[config.mk]
export PLATFORM = sky130hd
export DESIGN_NAME = ex_muldiv
export DESIGN_NICKNAME = d
export VERILOG_FILES = /design/src/rtl/rv32i_types.sv /design/src/rtl/ex_muldiv.sv
export SDC_FILE = /design/constraint.sdc
export NUM_CORES = 1
export LEC_CHECK = 0
export BUFFER_PORTS_ARGS = -buffer_cell sky130_fd_sc_hd__buf_4
export CAP_MARGIN = 20
export CORE_MARGIN = 4
export CORE_UTILIZATION = 50
export CTS_CLUSTER_SIZE = 25
export DETAILED_ROUTE_END_ITERATION = 8
export PLACE_DENSITY = 0.68
export SLEW_MARGIN = 20
export SYNTH_ARGS = -nofsm -noshare
export SYNTH_HDL_FRONTEND = slang
export SYNTH_SLANG_ARGS = --single-unit
[constraint.sdc]
create_clock -name clk -period 9.6 [get_ports clk]
set_input_delay 0.48 -clock clk [delete_from_list [all_inputs] [get_ports clk]]
set_output_delay 0.48 -clock clk [all_outputs]
set_load 0.005 [all_outputs]
[src/rtl/rv32i_types.sv]
// Shared RV32 types for the EX-stage units.
//   muldiv_op_t    : M-extension funct3 encodings
//   muldiv_state_t : ex_muldiv control states
//   helpers        : op classification used at operand-latch and fixup time
package rv32i_types;

  typedef enum logic [2:0] {
    OP_MUL    = 3'b000,
    OP_MULH   = 3'b001,
    OP_MULHSU = 3'b010,
    OP_MULHU  = 3'b011,
    OP_DIV    = 3'b100,
    OP_DIVU   = 3'b101,
    OP_REM    = 3'b110,
    OP_REMU   = 3'b111
  } muldiv_op_t;

  typedef enum logic [2:0] {
    MD_IDLE,
    MD_MUL,
    MD_DIV,
    MD_FIXUP,
    MD_DONE
  } muldiv_state_t;

  function automatic logic op_is_div(input muldiv_op_t op);
    case (op)
      OP_DIV, OP_DIVU, OP_REM, OP_REMU: return 1'b1;
      default:                          return 1'b0;
    endcase
  endfunction

  // Quotient-returning divides; the others return the remainder.
  function automatic logic op_is_quot(input muldiv_op_t op);
    case (op)
      OP_DIV, OP_DIVU: return 1'b1;
      default:         return 1'b0;
    endcase
  endfunction

  // MUL only uses the low word, which is sign-agnostic, so treating it as
  // signed is harmless.
  function automatic logic op_a_signed(input muldiv_op_t op);
    case (op)
      OP_MUL, OP_MULH, OP_MULHSU, OP_DIV, OP_REM: return 1'b1;
      default:                                    return 1'b0;
    endcase
  endfunction

  function automatic logic op_b_signed(input muldiv_op_t op);
    case (op)
      OP_MUL, OP_MULH, OP_DIV, OP_REM: return 1'b1;
      default:                         return 1'b0;
    endcase
  endfunction

endpackage

[src/rtl/ex_muldiv.sv]
// Iterative RV32M multiply/divide unit for the EX stage.
// Magnitude shift-add multiply and restoring divide, BITS_PER_CYCLE bits per
// cycle, with sign fixup in a dedicated cycle. Divide-by-zero and signed
// overflow can complete in one cycle when EARLY_OUT is set.
// Ports:
//   clk, rst   : clock, asynchronous active-low reset
//   start_i    : M-extension op present in EX (sampled only in IDLE)
//   op_i       : funct3 of the op
//   a_i, b_i   : rs1 / rs2 after forwarding
//   flush_i    : redirect; kills the current op without a done pulse
//   stall_o    : freeze IF/ID/EX while the op is in flight
//   done_o     : one-cycle result-valid pulse
//   result_o   : result, held until the next accepted op completes
module ex_muldiv
  import rv32i_types::*;
#(
  parameter int unsigned WIDTH          = 32,
  parameter int unsigned BITS_PER_CYCLE = 1,
  parameter bit          EARLY_OUT      = 1'b1
) (
  input  logic             clk,
  input  logic             rst,
  input  logic             start_i,
  input  logic [2:0]       op_i,
  input  logic [WIDTH-1:0] a_i,
  input  logic [WIDTH-1:0] b_i,
  input  logic             flush_i,
  output logic             stall_o,
  output logic             done_o,
  output logic [WIDTH-1:0] result_o
);

  localparam int unsigned N  = WIDTH / BITS_PER_CYCLE;
  localparam int unsigned CW = $clog2(N) + 1;
  localparam logic [WIDTH-1:0] MIN_VAL = {1'b1, {(WIDTH-1){1'b0}}};
  localparam logic [CW-1:0]    LAST_IT = CW'(N - 1);

  muldiv_state_t      state_q, state_d;
  logic [CW-1:0]      cnt_q;
  logic [2*WIDTH-1:0] acc_q;
  logic [WIDTH-1:0]   dsr_q;
  logic               sign_a_q, sign_b_q;
  logic               div_zero_q, div_ovf_q;
  muldiv_op_t         op_q;

  // Latch-time decode
  muldiv_op_t       op_in;
  logic             a_neg, b_neg;
  logic [WIDTH-1:0] a_mag, b_mag;
  logic             in_div, in_zero, in_ovf, early;
  logic [WIDTH-1:0] early_res;
  logic             accept;

  always_comb begin
    op_in     = muldiv_op_t'(op_i);
    a_neg     = op_a_signed(op_in) & a_i[WIDTH-1];
    b_neg     = op_b_signed(op_in) & b_i[WIDTH-1];
    a_mag     = a_neg ? -a_i : a_i;
    b_mag     = b_neg ? -b_i : b_i;
    in_div    = op_is_div(op_in);
    in_zero   = in_div && (b_i == '0);
    in_ovf    = in_div && op_b_signed(op_in) && (a_i == MIN_VAL) && (b_i == '1);
    early     = EARLY_OUT && (in_zero || in_ovf);
    early_res = '0;
    if (in_zero)
      early_res = op_is_quot(op_in) ? '1 : a_i;
    else if (op_is_quot(op_in))
      early_res = MIN_VAL;
    accept    = (state_q == MD_IDLE) && start_i && !flush_i;
  end

  // Iteration datapath. Multiply keeps the multiplier in the low half and
  // shifts the partial product in from the top (the carry of the add lands in
  // the MSB). Divide shifts the dividend left into the remainder half and sets
  // the quotient bit in the LSB when the trial subtraction does not borrow.
  logic [2*WIDTH-1:0] acc_step;
  logic [WIDTH:0]     sum, hi, diff;

  always_comb begin
    acc_step = acc_q;
    sum      = '0;
    hi       = '0;
    diff     = '0;
    for (int unsigned i = 0; i < BITS_PER_CYCLE; i++) begin
      if (state_q == MD_MUL) begin
        sum      = {1'b0, acc_step[2*WIDTH-1:WIDTH]}
                 + (acc_step[0] ? {1'b0, dsr_q} : '0);
        acc_step = {sum, acc_step[WIDTH-1:1]};
      end else begin
        hi   = acc_step[2*WIDTH-1:WIDTH-1];
        diff = hi - {1'b0, dsr_q};
        if (!diff[WIDTH])
          acc_step = {diff[WIDTH-1:0], acc_step[WIDTH-2:0], 1'b1};
        else
          acc_step = {hi[WIDTH-1:0], acc_step[WIDTH-2:0], 1'b0};
      end
    end
  end

  // Sign fixup and result select
  logic [2*WIDTH-1:0] prod;
  logic [WIDTH-1:0]   quo, rem, fix_res;

  always_comb begin
    prod = (sign_a_q ^ sign_b_q) ? -acc_q : acc_q;
    quo  = acc_q[WIDTH-1:0];
    rem  = acc_q[2*WIDTH-1:WIDTH];
    if (sign_a_q ^ sign_b_q)
      quo = -quo;
    if (sign_a_q)
      rem = -rem;
    // Restoring divide by zero already leaves the dividend as remainder;
    // only the quotient sign needs pinning. Overflow is forced outright.
    if (div_zero_q)
      quo = '1;
    if (div_ovf_q) begin
      quo = MIN_VAL;
      rem = '0;
    end
    if (op_is_div(op_q))
      fix_res = op_is_quot(op_q) ? quo : rem;
    else
      fix_res = (op_q == OP_MUL) ? prod[WIDTH-1:0] : prod[2*WIDTH-1:WIDTH];
  end

  // Next state and combinational outputs
  always_comb begin
    state_d = state_q;
    case (state_q)
      MD_IDLE: begin
        if (start_i && !flush_i) begin
          if (early)       state_d = MD_DONE;
          else if (in_div) state_d = MD_DIV;
          else             state_d = MD_MUL;
        end
      end
      MD_MUL, MD_DIV: begin
        if (cnt_q == LAST_IT)
          state_d = MD_FIXUP;
      end
      MD_FIXUP: state_d = MD_DONE;
      MD_DONE:  state_d = MD_IDLE;
      default:  state_d = MD_IDLE;
    endcase
    if (flush_i)
      state_d = MD_IDLE;
  end

  // Gated by rst so the pipeline is released as soon as reset asserts.
  assign stall_o = rst && (accept || (state_q == MD_MUL) || (state_q == MD_DIV)
                           || (state_q == MD_FIXUP));
  assign done_o  = (state_q == MD_DONE);

  always_ff @(posedge clk or negedge rst) begin
    if (!rst) begin
      state_q    <= MD_IDLE;
      cnt_q      <= '0;
      acc_q      <= '0;
      dsr_q      <= '0;
      sign_a_q   <= 1'b0;
      sign_b_q   <= 1'b0;
      div_zero_q <= 1'b0;
      div_ovf_q  <= 1'b0;
      op_q       <= OP_MUL;
      result_o   <= '0;
    end else begin
      state_q <= state_d;
      if (accept) begin
        op_q       <= op_in;
        sign_a_q   <= a_neg;
        sign_b_q   <= b_neg;
        div_zero_q <= in_zero;
        div_ovf_q  <= in_ovf;
        dsr_q      <= b_mag;
        acc_q      <= {{WIDTH{1'b0}}, a_mag};
        cnt_q      <= '0;
        if (early)
          result_o <= early_res;
      end else if ((state_q == MD_MUL) || (state_q == MD_DIV)) begin
        acc_q <= acc_step;
        cnt_q <= cnt_q + CW'(1);
      end else if ((state_q == MD_FIXUP) && !flush_i) begin
        result_o <= fix_res;
      end
    end
  end

endmodule

* Word level (Yosys, flattened, before mapping)
Cells that the tools add are included.
Storage, ports and cells: register bits 144, input bits 71, output and inout port bits 34, word-level logic and storage cells 112
Operators by class: $add $sub $neg 8, equality and inequality tests 21, mux-type cells 40, bitwise operators 3, reduce and logical (&&, ||, !) cells 30
Operators by type and width (count):
- $mux W32 | 18
- $mux W64 | 5
- $neg A32 Y32 | 4
- $eq A32 B32 Y1 const B | 2
- $neg A64 Y64 | 1
- $add A32 B32 Y33 | 1
- $sub A33 B32 Y33 | 1
- $logic_not A32 Y1 | 1
- $eq A3 B3 Y1 const B | 9
- $mux W3 | 4
- $mux W6 | 2
- $reduce_or A4 Y1 | 3
- $eq A3 B2 Y1 const B | 3
- $logic_and A1 B1 Y1 | 9
- $logic_not A3 Y1 | 3
- $mux W1 | 9
- $pmux W3 S3 | 1
- $add A6 B1 Y6 const B | 1
- $eq A3 B1 Y1 const B | 2
- $eq A6 B5 Y1 const B | 1
- $reduce_or A2 Y1 | 3
- $logic_or A1 B1 Y1 | 5
- $reduce_or A5 Y1 | 1
- $ne A2 B2 Y1 const B | 2
- other kinds (9) | 11

* Longest topological paths before layout
Gate-level depths: netlist of the first run.
depth in word-level cells 11, depth in mapped cells 14, mapped depth without buffers 13

* Least setup slack after synthesis of the first run
Ideal clock, no wire load.
kind register to register, from reg acc_q[0], to reg acc_q[62], library setup time 0.146 ns, data arrival time 3.117 ns, required time 9.454 ns, slack 6.337 ns, cell stages (with the launch flop) 14, path buffers 1, clock period less this slack 3.263 ns, cell sequence dfrtp_1 -> inv_1 -> clkbuf_1 -> nor2_1 -> ha_1 -> o21ai_0 -> nor2_1 -> o31a_1 -> a221o_1 -> a41oi_1 -> o211ai_1 -> a2111oi_0 -> a41o_1 -> a221oi_1
Between the ends: cells in the longest elaborated chain, start to end 5
RTL lines:
- from (decl) | line ex_muldiv.sv:40 | logic [2*WIDTH-1:0] acc_q;
- from (signal assigned) | line ex_muldiv.sv:175 | acc_q <= {{WIDTH{1'b0}}, a_mag};
- from (signal assigned) | line ex_muldiv.sv:180 | acc_q <= acc_step;
- $mux W32 | line ex_muldiv.sv:87 | + (acc_step[0] ? {1'b0, dsr_q} : '0);
- $add A32 B32 Y33 | line ex_muldiv.sv:87
- $mux W64 | line ex_muldiv.sv:85 | if (state_q == MD_MUL) begin
- $mux W64 | line ex_muldiv.sv:179 | end else if ((state_q == MD_MUL) || (state_q == MD_DIV)) begin
- $mux W64 | line ex_muldiv.sv:168 | if (accept) begin
Every way passes these cells. The select of a mux whose other input is x is not followed. A chain may end at the register's enable or synchronous reset.

* Worst setup path in the final report of the first run
Same ends and word-level chain as after synthesis.

==> results.md, run 1 <==
- CP endpoint kind: register
- Max IR drop VDD: 0.3077 mV
- Clock buffer depth: 2
- Max Cap Viol: 0
- Post-synthesis adder-cell area fraction: 6.259%
- Synthesized flop and latch total: around 140
- Status: complete, no violations
- Die span in x: 179.1 um
- DP HPWL: around 42000 um
- Post-Place Cells: between 2000 and 2500
- Die Y: about 180 um
- Post-Synth Simple-Gate Area: 21.12%
- Worst slew pin tran: 0.9744 ns
- XOR/XNOR share of the synthesized area: roughly 13%
- Critical Path Fanout Max: 14
- Buffers on Ports: ~100
- DR vias/cell: 6.555
- Grt ovf: 0
- Mean Syn Cell Area: roughly 7.5 um2
- Post-CTS setup buffer count: 0
- Antenna cell count: 0
- F_max: around 240 MHz
- Final period util: around 44%
- Antenna violations before repair: 2
- Post-CTS Hold Fix Bufs: 1
- Initial Util: just over 50%
- I/O pin total: around 110
- Number of global-route vias before repair: 14220
- Fill cells: around 2700
- Data arrival, critical path: 4.47 ns
- Synth unique cells: 77
- Later-pin clock latency in the skew report: 0.44 ns
- Routed Antenna Nets: 0
- CTS resizes: 0
- Worst Reg-to-Reg Cells: 12
- Crit path max-delay family: compound AO/OA/AOI/OAI gates
- Post-Syn Area: around 15000 um2
- HP Class: in -> reg
- Reg2reg start: acc_q[0]$_DFFE_PN0P_
- Setup TNS: 0 ns
- Crit. path cell count: 12
- Slew HR: between 30% and 40%
- Clock tree root buffer cell: clkbuf_16
- Reg clk slew, reported paths: ~0.070 ns
- Row count: 62
- CTS Sinks: around 140
- Total CTS buffers: 17
- Pin count of the biggest net entering global routing: 84
- Leak: 6.767 nW
- Final number of hold-violating endpoints: 0
- 1st-pass router iterations: 8
- Crit-path cells: inv_1, nor2_1, ha_1, o21ai_0, nor2_1, o31a_1, a221o_1, a41oi_1, o211ai_1, a2111oi_0, a41o_1, a221oi_1
- First-pass GRT wire length: approximately 84000 um
- Main combinational cell family by area after synthesis: compound AO/OA/AOI/OAI gates
- Slowest CP cell: a41oi_1
- Nets@finish: 2112
- DR WL/cell: between 20 and 25 um
- Share of cells above drive strength 1: 9.839%
- Crit path kind: reg -> reg
- Die ar.: between 30000 and 40000 um2
- Min Tclk post-route: between 4 and 5 ns
- Synth Area in Compound Gates: between 20% and 30%
- Most used DFF post-synth: dfrtp_1
- Critical Path End: acc_q[62]$_DFFE_PN0P_
- Worst Setup Start Kind: register
- R2R Path End: acc_q[62]$_DFFE_PN0P_
- Slew Limit Fails: 0
- Synthesis Warnings: 0
- Pwr dens: approximately 450 nW/um2
- CP most frequent cell: nor2_1
- Core Box Area: 28780 um2
- Critical path buffers and inverters: 1
- Final WL: 55480 um
- GRT Resource Usage Total: roughly a third
- Req. time, crit path: just under 10 ns
- Cells after Synth: just under 2000
- RSZ-0062 raised after global routing: false
- Slowest cell delay on critical path: about 0.66 ns
- R2R Setup Slk: between 5 and 6 ns
- CTS tree: yes
- Drt drc: 0
- Clk_skew: just over 0.01 ns
- Initial DRC count: roughly 2000
- Register area share after synthesis: about a quarter
- # setup viols final: 0
- Mux share of post-synthesis cell area: 1.531%
- Net Count, Synth: 2100
- Post-synth ARST share: 100.0%
- Post-route insts no fill: roughly 2400
- Post-synth EDFFs: 0
- Setup crit start: acc_q[0]$_DFFE_PN0P_
- Routed vias: roughly 16000
- Clock H-tree levels: 4
- Final GP Congestion: between 1 and 1.5
- Area growth syn-to-layout: 10.43%
-- cells in the mapped netlist, types with 17 or more instances --
master    count  area, um2
a21oi_1     148      740.7
nand3_1      46      230.2
inv_1        66      247.7
o21a_1       17      127.6
a31oi_1      24      150.1
nand2b_1     22      137.6
dfrtp_1     144       3603
a21o_1       27      202.7
o21ai_0     203       1016
xor2_1      108      945.9
mux2i_1      19      190.2
nor2_1      175      656.9
nand2_1     252      945.9
o31ai_1      26      195.2
a211oi_1     25      187.7
ha_1         70      875.8
o211ai_1     57      427.9
nand4_1      22      137.6
nor3_1       39      195.2
a221o_1      18      180.2
clkbuf_1    106      397.9
xnor2_1      99      867.1
-- worst min-delay path by stage --
stage / startpoint / endpoint / slack (ns) / cells after the start
3_5_place_dp: rst / result_o[12]$_DFFE_PN0P_ / 0.46 / 1
4_1_cts: op_i[0] / op_q[0]$_DFFE_PN0P_ / 0.26 / 3
3_3_place_gp: rst / result_o[9]$_DFFE_PN0P_ / 0.45 / 1
5_1_grt: op_i[1] / op_q[1]$_DFFE_PN0P_ / 0.28 / 3
6_report: op_i[0] / op_q[0]$_DFFE_PN0P_ / 0.27 / 3
2_1_floorplan: rst / acc_q[0]$_DFFE_PN0P_ / 0.18 / 0
-- kinds of logic after synthesis --
group	after synthesis
compound gates	653
xor+xnor	208
fa+ha+maj	72
buf+inv	200
flops	144
mux	22
simple gates	658
-- metal layers --
metal	vias up	GRT usage (%)	wire [um]
met5	-	0	20
met4	2	10.27	1550
met3	104	11.54	7014
met2	885	47.00	22870
met1	7411	50.08	24020
li1	7106	-	-
-- placed cells by master, fill, tap and decap left out, types with 7 or more instances in the layout --
cell,netlist,layout
a21o_1,27,27
ha_1,70,70
a221oi_1,8,8
a31oi_1,24,24
clkbuf_16,0,17
o31ai_1,26,26
nand3_1,46,45
xnor2_1,99,98
dfrtp_1,144,144
o211ai_1,57,57
inv_1,66,66
a211oi_1,25,25
o21bai_1,9,9
xor2_1,108,108
nor2_1,175,174
o21ai_0,203,203
nand2b_1,22,22
a22oi_1,16,16
a21oi_1,148,148
mux2i_1,19,19
and2_1,11,11
o21a_1,17,17
and3_1,7,7
nor4_1,10,10
nand4_1,22,22
a221o_1,18,18
buf_4,3,124
nor3_1,39,38
nand2_1,252,252
nor2b_1,14,12
o41ai_1,12,12
or3_1,16,16
a41oi_1,16,16
-- where the power goes --
part / leakage [nW] / switching [mW] / total, mW / internal [mW]
Clock: 0.268 / 0.300 / 0.699 / 0.399
Combinational: 4.72 / 3.17 / 5.12 / 1.95
Sequential: 1.78 / 0.548 / 1.45 / 0.904
Total: 6.77 / 4.02 / 7.27 / 3.25
-- metrics by stage --
step	util (%)	setup slack, ns	hold slack, ns	cell area, um2	total power, mW
after floorplan	-	6.337	0.1844	14630	4.877
after global placement	54.06	5.646	0.4517	15560	6.312
after detailed placement	54.06	5.515	0.4551	15560	6.365
after CTS	56.15	5.486	0.2611	16160	7.085
after global routing	56.15	5.203	0.2815	16160	7.751
final	56.15	5.395	0.2651	16160	7.270
-- layout make-up --
type                            count  area (um2)  area share [%]
Multi-Input combinational cell   1613       10280           63.61
Clock buffer                       21       460.4           2.849
Clock inverter                     11       131.4          0.8130
Tap cell                          384       480.5           2.973
Timing Repair Buffer              126       952.2           5.892
Sequential cell                   144        3603           22.30
Inverter                           67       252.7           1.564
-- flip-flops by register name, indices dropped and copies added (netlist names) --
register,cells
acc_q,64
dsr_q,32
result_o,32
cnt_q,6
op_q,3
state_q,3
div_ovf_q,1
div_zero_q,1
sign_a_q,1
sign_b_q,1
-- worst min-delay path, delay by kind of cell --
kind                   cells  cell delay [ns]
buffers and inverters      1             0.10
and+or+nand+nor            2             0.09
(Power assumes the default switching activity.)
==> run 2: changes to the inputs <==
==> constraint.sdc (replaced) <==
create_clock -name clk -period 4.3 [get_ports clk]
set_input_delay 0.215 -clock clk [delete_from_list [all_inputs] [get_ports clk]]
set_output_delay 0.215 -clock clk [all_outputs]
set_load 0.005 [all_outputs]
==> run 2 against run 1 <==
Against the previous run: clock power up 120%; wire length up 0.16%; sequential power up 100%; maximum frequency up 11%; via count about the same; final area up 1.6%; clock-buffer cell count down 4; sequential share of layout area down 0.35 points; register-to-register slack worse by 4.9 ns; critical path type unchanged; critical endpoint is now acc_q[45]$_DFFE_PN0P_; largest power group unchanged.
==> results.md, run 2 (synthesis gave the netlist of run 1 again) <==
- Initial DRC count: 1953 (-0.86%)
- Leak: 6.956 nW (+2.8%)
- DP HPWL: 42300 um (+1.8%)
- F_max: 263.8 MHz (+11%)
- Pre-CTS setup slack: 0.5711 ns (-4.944 ns)
- Commonest non-fill, non-tap cell in the layout: nand2_1
- Final number of hold-violating endpoints: 0 (unchanged)
- RSZ-0062 raised after global routing: false
- Core Box Area: 28780 um2 (unchanged)
- Most frequent cells in the layout: nand2_1, o21ai_0, nor2_1, buf_4, a21oi_1
- GRT Resource Usage Total: 34.53% (+0.42 points)
- Antenna cell count: 0 (unchanged)
- Min Tclk post-route: 3.791 ns (-0.4140 ns)
- Final period util: 88.15% (+44 points)
- Routed vias: 15520 (+0.071%)
- First-pass GRT wire length: 85050 um (+0.72%)
- Nets@finish: 2146 (+1.6%)
- PnR worst setup slack: 0.5095 ns (-4.886 ns)
- Fin area: 16410 um2 (+1.6%)
- Buffers on Ports: 104 (unchanged)
- Worst Reg-to-Reg Cells: 11 (-1)
- Slew Limit Fails: 0 (unchanged)
- Grt ovf: 0 (unchanged)
- Die Y: 179.1 um (unchanged)
- 1st-pass router iterations: 6 (-2)
- I/O pin total: 105 (unchanged)
- Crit path kind: reg -> reg
- Clock buffer depth: 2 (unchanged)
- Pin count of the biggest net entering global routing: 81 (-3.6%)
- CTS Sinks: 144 (unchanged)
- DR WL/cell: 23.15 um (-1.3%)
- Max Cap Viol: 0 (unchanged)
- Worst slew pin tran: 0.9637 ns (-0.01065 ns)
- Number of global-route vias before repair: 14400 (+1.2%)
- Slew HR: 35.75% (+0.71 points)
- Antenna violations before repair: 0 (-2)
- Setup TNS: 0 ns (unchanged)
- Final WL: 55570 um (+0.16%)
- Worst hold path stage count: 3 (unchanged)
- Biggest regs: acc_q: 64 flops, dsr_q: 32 flops, result_o: 32 flops
- Max IR drop VDD: 0.7024 mV (+130%)
- Row count: 62 (unchanged)
- Post-route insts no fill: 2400 (+1.4%)
- Reg with most FFs: acc_q
- Req. time, crit path: 4.63 ns (-5.23 ns)
- Max reg flops: 64 (unchanged)
- Die span in x: 179.1 um (unchanged)
- Later-pin clock latency in the skew report: 0.45 ns (about the same)
- Data arrival, critical path: 4.12 ns (-0.35 ns)
- Clock H-tree levels: 4 (unchanged)
- CP endpoint kind: register
- Pwr dens: 1004 nW/um2 (+120%)
- HP Class: in -> reg
- Initial Util: 50.84% (unchanged)
- CTS resizes: 0 (unchanged)
- Routed Antenna Nets: 0 (unchanged)
- Reg clk slew, reported paths: 0.07 ns (about the same)
- Dpl cell area: 15800 um2 (+1.6%)
- Final GP Congestion: 1.032 (+1.9%)
- Clock tree root buffer cell: clkbuf_16
- Drt drc: 0 (unchanged)
- Worst Setup Start Kind: register
- Total CTS buffers: 17 (unchanged)
- Die ar.: 32070 um2 (unchanged)
- Area growth syn-to-layout: 12.17%
- DR vias/cell: 6.466 (-1.3%)
- Critical Path Fanout Max: 10 (-4)
- # setup viols final: 0 (unchanged)
- CTS tree: yes
- Status: complete, no violations
- Clk_skew: 0.01452 ns (+0.004421 ns)
- Share of cells above drive strength 1: 11.41% (+1.6 points)
- Post-Place Cells: 2366 (+1.4%)
[run 2: cell count changes in the layout (fill, tap and decap cells not counted), sizes merged]
| cell | previous run | this run |
|---|---|---|
| buf | 125 | 158 |
| inv | 67 | 75 |
| clkinvlp | 6 | 1 |
| clkbuf | 21 | 17 |
| clkinv | 3 | 5 |
| bufinv | 2 | 1 |
| dlygate4sd3 | 1 | 2 |
[run 2: final timing paths]
path | startpoint | endpoint | slack (ns)
worst min-delay path | op_i[1] | op_q[1]$_DFFE_PN0P_ | 0.02
max in group asynchronous | rst | cnt_q[2]$_DFFE_PN0P_ | 2.80
min in group asynchronous | rst | result_o[13]$_DFFE_PN0P_ | 0.38
worst max register to register | acc_q[42]$_DFFE_PN0P_ | acc_q[45]$_DFFE_PN0P_ | 0.51
worst max-delay path | acc_q[42]$_DFFE_PN0P_ | acc_q[45]$_DFFE_PN0P_ | 0.51
worst min register to register | dsr_q[16]$_DFFE_PN0P_ | dsr_q[16]$_DFFE_PN0P_ | 0.48
[run 2: power breakdown]
part           internal (mW)  switching [mW]  leakage, nW  total, mW
combinational           4.55            7.41         4.89       12.0
sequential              2.02           0.935         1.78       2.96
clock                  0.829           0.735        0.291       1.56
total                   7.40            9.08         6.96       16.5
[run 2: through the flow]
| step | hold WS, ns | power [mW] | utilization [%] |
|---|---|---|---|
| floorplan | -0.08059 | 10.89 | - |
| global placement | 0.3192 | 14.34 | 54.90 |
| detailed placement | 0.3216 | 14.46 | 54.90 |
| CTS | 0.005803 | 16.10 | 57.03 |
| global route | 0.02336 | 17.63 | 57.03 |
| finish | 0.01670 | 16.48 | 57.03 |
[run 2: area by class of cell]
type	instances	area [um2]
Tap cell	384	480.5
Multi-Input combinational cell	1613	10270
Fill cell	2708	12370
Clock buffer	17	425.4
Timing Repair Buffer	160	1210
Inverter	67	252.7
Clock inverter	15	167.7
Sequential cell	144	3603
[run 2: layer usage]
metal / part of all wire (%) / global-route usage (%) / up-vias
li1: - / - / 7177
met1: 43 / 49.67 / 7412
met2: 42 / 49.69 / 815
met3: 12 / 11.28 / 115
met4: 2.7 / 9.178 / 0
met5: 0 / 0 / -
[run 2: timing repair]
item,CTS,global route
setup buffers,0,0
endpoints found under the hold margin,71,0
hold buffers,2,0
[run 2: critical path: stages (launching register included)]
cell and delay (ns):
dfrtp_1 0.64, ha_1 0.38, a21oi_1 0.28, o211ai_1 0.18, a221oi_2 0.39, o2111ai_1 0.25, a31oi_1 0.42, xnor2_4 0.23
buf_4 0.26, mux2_2 0.35, a22oi_1 0.17, o21ai_0 0.11
==> run 3: changes to the inputs <==
--- a/config.mk
+++ b/config.mk
@@ -8,10 +8,10 @@
 export BUFFER_PORTS_ARGS = -buffer_cell sky130_fd_sc_hd__buf_4
 export CAP_MARGIN = 20
 export CORE_MARGIN = 4
-export CORE_UTILIZATION = 50
+export CORE_UTILIZATION = 48
 export CTS_CLUSTER_SIZE = 25
 export DETAILED_ROUTE_END_ITERATION = 8
-export PLACE_DENSITY = 0.68
+export PLACE_DENSITY = 0.66
 export SLEW_MARGIN = 20
 export SYNTH_ARGS = -nofsm -noshare
 export SYNTH_HDL_FRONTEND = slang
==> run 3 against run 2 <==
Against the previous run: the flow now finishes with violations (design-rule violations); clock-buffer cell count did not move; via count is 0.19% lower; first-iteration DRC count is 13% higher; combinational power about the same; clock power about the same; global-route usage decreased by 2.1 points; sequential share of layout area is essentially flat; critical path type unchanged; largest power group unchanged.
==> results.md, run 3 (synthesis gave the netlist of run 1 again) <==
- R2R Setup Slk: 0.47 ns (-0.04 ns)
- Grt ovf: 0 (unchanged)
- DP HPWL: 42490 um (+0.46%)
- Data arrival, critical path: 4.13 ns (about the same)
- Slew HR: 25.87% (-9.9 points)
- Max IR drop VDD: 0.4399 mV (-37%)
- Initial Util: 48.98% (-1.9 points)
- Final WL: 55260 um (-0.55%)
- Row count: 63 (+1.6%)
- 1st-pass router iterations: 8 (+2)
- Pwr dens: 999.2 nW/um2 (-0.50%)
- Final period util: 89.10% (+0.95 points)
- Hold path start: flush_i
- Pin count of the biggest net entering global routing: 99 (+22%)
- Worst Setup Start Kind: register
- Slowest cell delay on critical path: 0.51 ns (-0.13 ns)
- Slew Limit Fails: 0 (unchanged)
- Routed vias: 15490 (-0.19%)
- Clock buffer depth: 2 (unchanged)
- Clock H-tree levels: 4 (unchanged)
- First-pass GRT wire length: 84500 um (-0.65%)
- GRT Resource Usage Total: 32.44% (-2.1 points)
- DR WL/cell: 22.98 um (-0.76%)
- Worst hold path stage count: 3 (unchanged)
- Critical Path Fanout Max: 16 (+6)
- DR vias/cell: 6.441 (-0.39%)
- Hold Crit Endpoint: state_q[0]$_DFFE_PN0P_
- Number of global-route vias before repair: 14020 (-2.6%)
- Initial DRC count: 2201 (+13%)
- Antenna violations before repair: 0 (unchanged)
- Die Y: 182.6 um (+2.0%)
- Max reg flops: 64 (unchanged)
- Final number of hold-violating endpoints: 0 (unchanged)
- Commonest non-fill, non-tap cell in the layout: nand2_1
- Reg clk slew, reported paths: 0.07 ns (about the same)
- Clock tree root buffer cell: clkbuf_16
- Buffers on Ports: 104 (unchanged)
- Worst Reg-to-Reg Cells: 13 (+2)
- Req. time, crit path: 4.60 ns (-0.03 ns)
- Max Cap Viol: 0 (unchanged)
- Area growth syn-to-layout: 12.42%
- Later-pin clock latency in the skew report: 0.46 ns (about the same)
- Reg2reg start: acc_q[0]$_DFFE_PN0P_
- Nets@finish: 2146 (unchanged)
- # setup viols final: 0 (unchanged)
- HP Class: in -> reg
- Drt drc: 1 (+1)
- Die span in x: 182.6 um (+2.0%)
- Violated checks: design-rule violations
- Routed Antenna Nets: 0 (unchanged)
- Fill cells: 2895 (+6.9%)
- Clk_skew: 0.01636 ns (+0.001843 ns)
- Worst slew pin tran: 1.107 ns (+0.1431 ns)
- CTS Sinks: 144 (unchanged)
- Reg with most FFs: acc_q
- Status: complete, but fails checks
- Power, Total: 16.44 mW (-0.28%)
- Total CTS buffers: 17 (unchanged)
- Antenna cell count: 0 (unchanged)
- Die ar.: 33340 um2 (+4.0%)
- I/O pin total: 105 (unchanged)
- Share of cells above drive strength 1: 11.32% (-0.094 points)
- CP endpoint kind: register
- R2R Path End: acc_q[62]$_DFFE_PN0P_
- Crit path kind: reg -> reg
- RSZ-0062 raised after global routing: false
- Critical path buffers and inverters: 2 (+1)
- F_max: 261.0 MHz (-1.1%)
- Crit path max-delay family: compound AO/OA/AOI/OAI gates
- Crit-path cells: inv_1, nor2_1, ha_1, a211oi_1, nor2_1, o31a_1, a221o_1, a41oi_1, buf_4, o211ai_1, a2111oi_0, a41o_1, a221oi_1
- CP most frequent cell: nor2_1
- Setup TNS: 0 ns (unchanged)
- Biggest regs: acc_q: 64 flops, dsr_q: 32 flops, result_o: 32 flops
- Final GP Congestion: 1.024 (-0.81%)
- Post-CTS setup buffer count: 0 (unchanged)
- Core Box Area: 29870 um2 (+3.8%)
- Slowest CP cell: a2111oi_0
- Most frequent cells in the layout: nand2_1, o21ai_0, nor2_1, buf_4, a21oi_1
- Leak: 6.953 nW (about the same)
- Min Tclk post-route: 3.831 ns (+0.04093 ns)
- CTS tree: yes
==> run 3: changes by cell type in the layout (fill, tap and decap cells not counted), sizes merged <==
cell | before | now
clkinv | 5 | 3
buf | 158 | 157
bufinv | 1 | 3
clkinvlp | 1 | 4
dlygate4sd3 | 2 | 3
inv | 75 | 71
==> run 3: worst register-to-register path, stage by stage (launching register included) <==
cell and delay [ns]:
dfrtp_1 0.49, inv_1 0.45, nor2_1 0.13, ha_1 0.25
a211oi_1 0.23, nor2_1 0.11, o31a_1 0.29, a221o_1 0.39
a41oi_1 0.23, buf_4 0.19, o211ai_1 0.18, a2111oi_0 0.52
a41o_1 0.15, a221oi_1 0.08
==> run 3: cell type report <==
cell class	count	area, um2	area share [%]
Multi-Input combinational cell	1613	10270	62.46
Sequential cell	144	3603	21.91
Timing Repair Buffer	160	1225	7.447
Tap cell	390	488.0	2.966
Clock buffer	17	425.4	2.586
Inverter	67	252.7	1.536
Clock inverter	14	181.4	1.103
==> run 3: worst max-delay path by stage <==
| stage | from | end | slack [ns] | cells past startpoint |
|---|---|---|---|---|
| 5_1_grt | acc_q[0]$_DFFE_PN0P_ | acc_q[62]$_DFFE_PN0P_ | 0.17 | 13 |
| 3_3_place_gp | acc_q[0]$_DFFE_PN0P_ | acc_q[62]$_DFFE_PN0P_ | 0.65 | 13 |
| 4_1_cts | acc_q[0]$_DFFE_PN0P_ | acc_q[62]$_DFFE_PN0P_ | 0.56 | 13 |
| 2_1_floorplan | acc_q[0]$_DFFE_PN0P_ | acc_q[62]$_DFFE_PN0P_ | 1.04 | 13 |
| 6_report | acc_q[0]$_DFFE_PN0P_ | acc_q[62]$_DFFE_PN0P_ | 0.47 | 13 |
| 3_5_place_dp | acc_q[0]$_DFFE_PN0P_ | acc_q[62]$_DFFE_PN0P_ | 0.59 | 13 |
==> run 3: report_power, final <==
part           internal [mW]  switching [mW]  leakage (nW)  total (mW)
Combinational           4.51            7.36          4.89        11.9
Clock                  0.919           0.676         0.283        1.59
Sequential              2.02           0.941          1.78        2.96
Total                   7.46            8.98          6.95        16.4
==> run 3: timing repair <==
| action | CTS | global route |
|---|---|---|
| hold buffers | 3 | 0 |
| gates resized for setup | 0 | 0 |
| hold endpoints to repair | 48 | 0 |
==> run 3: stage by stage <==
step           utilization (%)  instances  instance area [um2]  setup slack, ns  hold WS (ns)
4_1_cts                  55.06       2405                16450           0.5556       0.01740
6_report                 55.06       2405                16450           0.4686       0.02703
3_3_place_gp             52.93       2371                15810           0.6548        0.2000
2_1_floorplan                -       1957                14630            1.037      -0.08059
5_1_grt                  55.06       2405                16450           0.1679       0.03739
3_5_place_dp             52.93       2371                15810           0.5866        0.1998
==> run 3: routing by layer <==
metal	share of wire [%]	vias to the layer above	global-route usage [%]
li1	-	7173	-
met1	44	7366	47.93
met2	42	865	46.18
met3	12	86	8.710
met4	2.8	0	9.547
met5	0	-	0
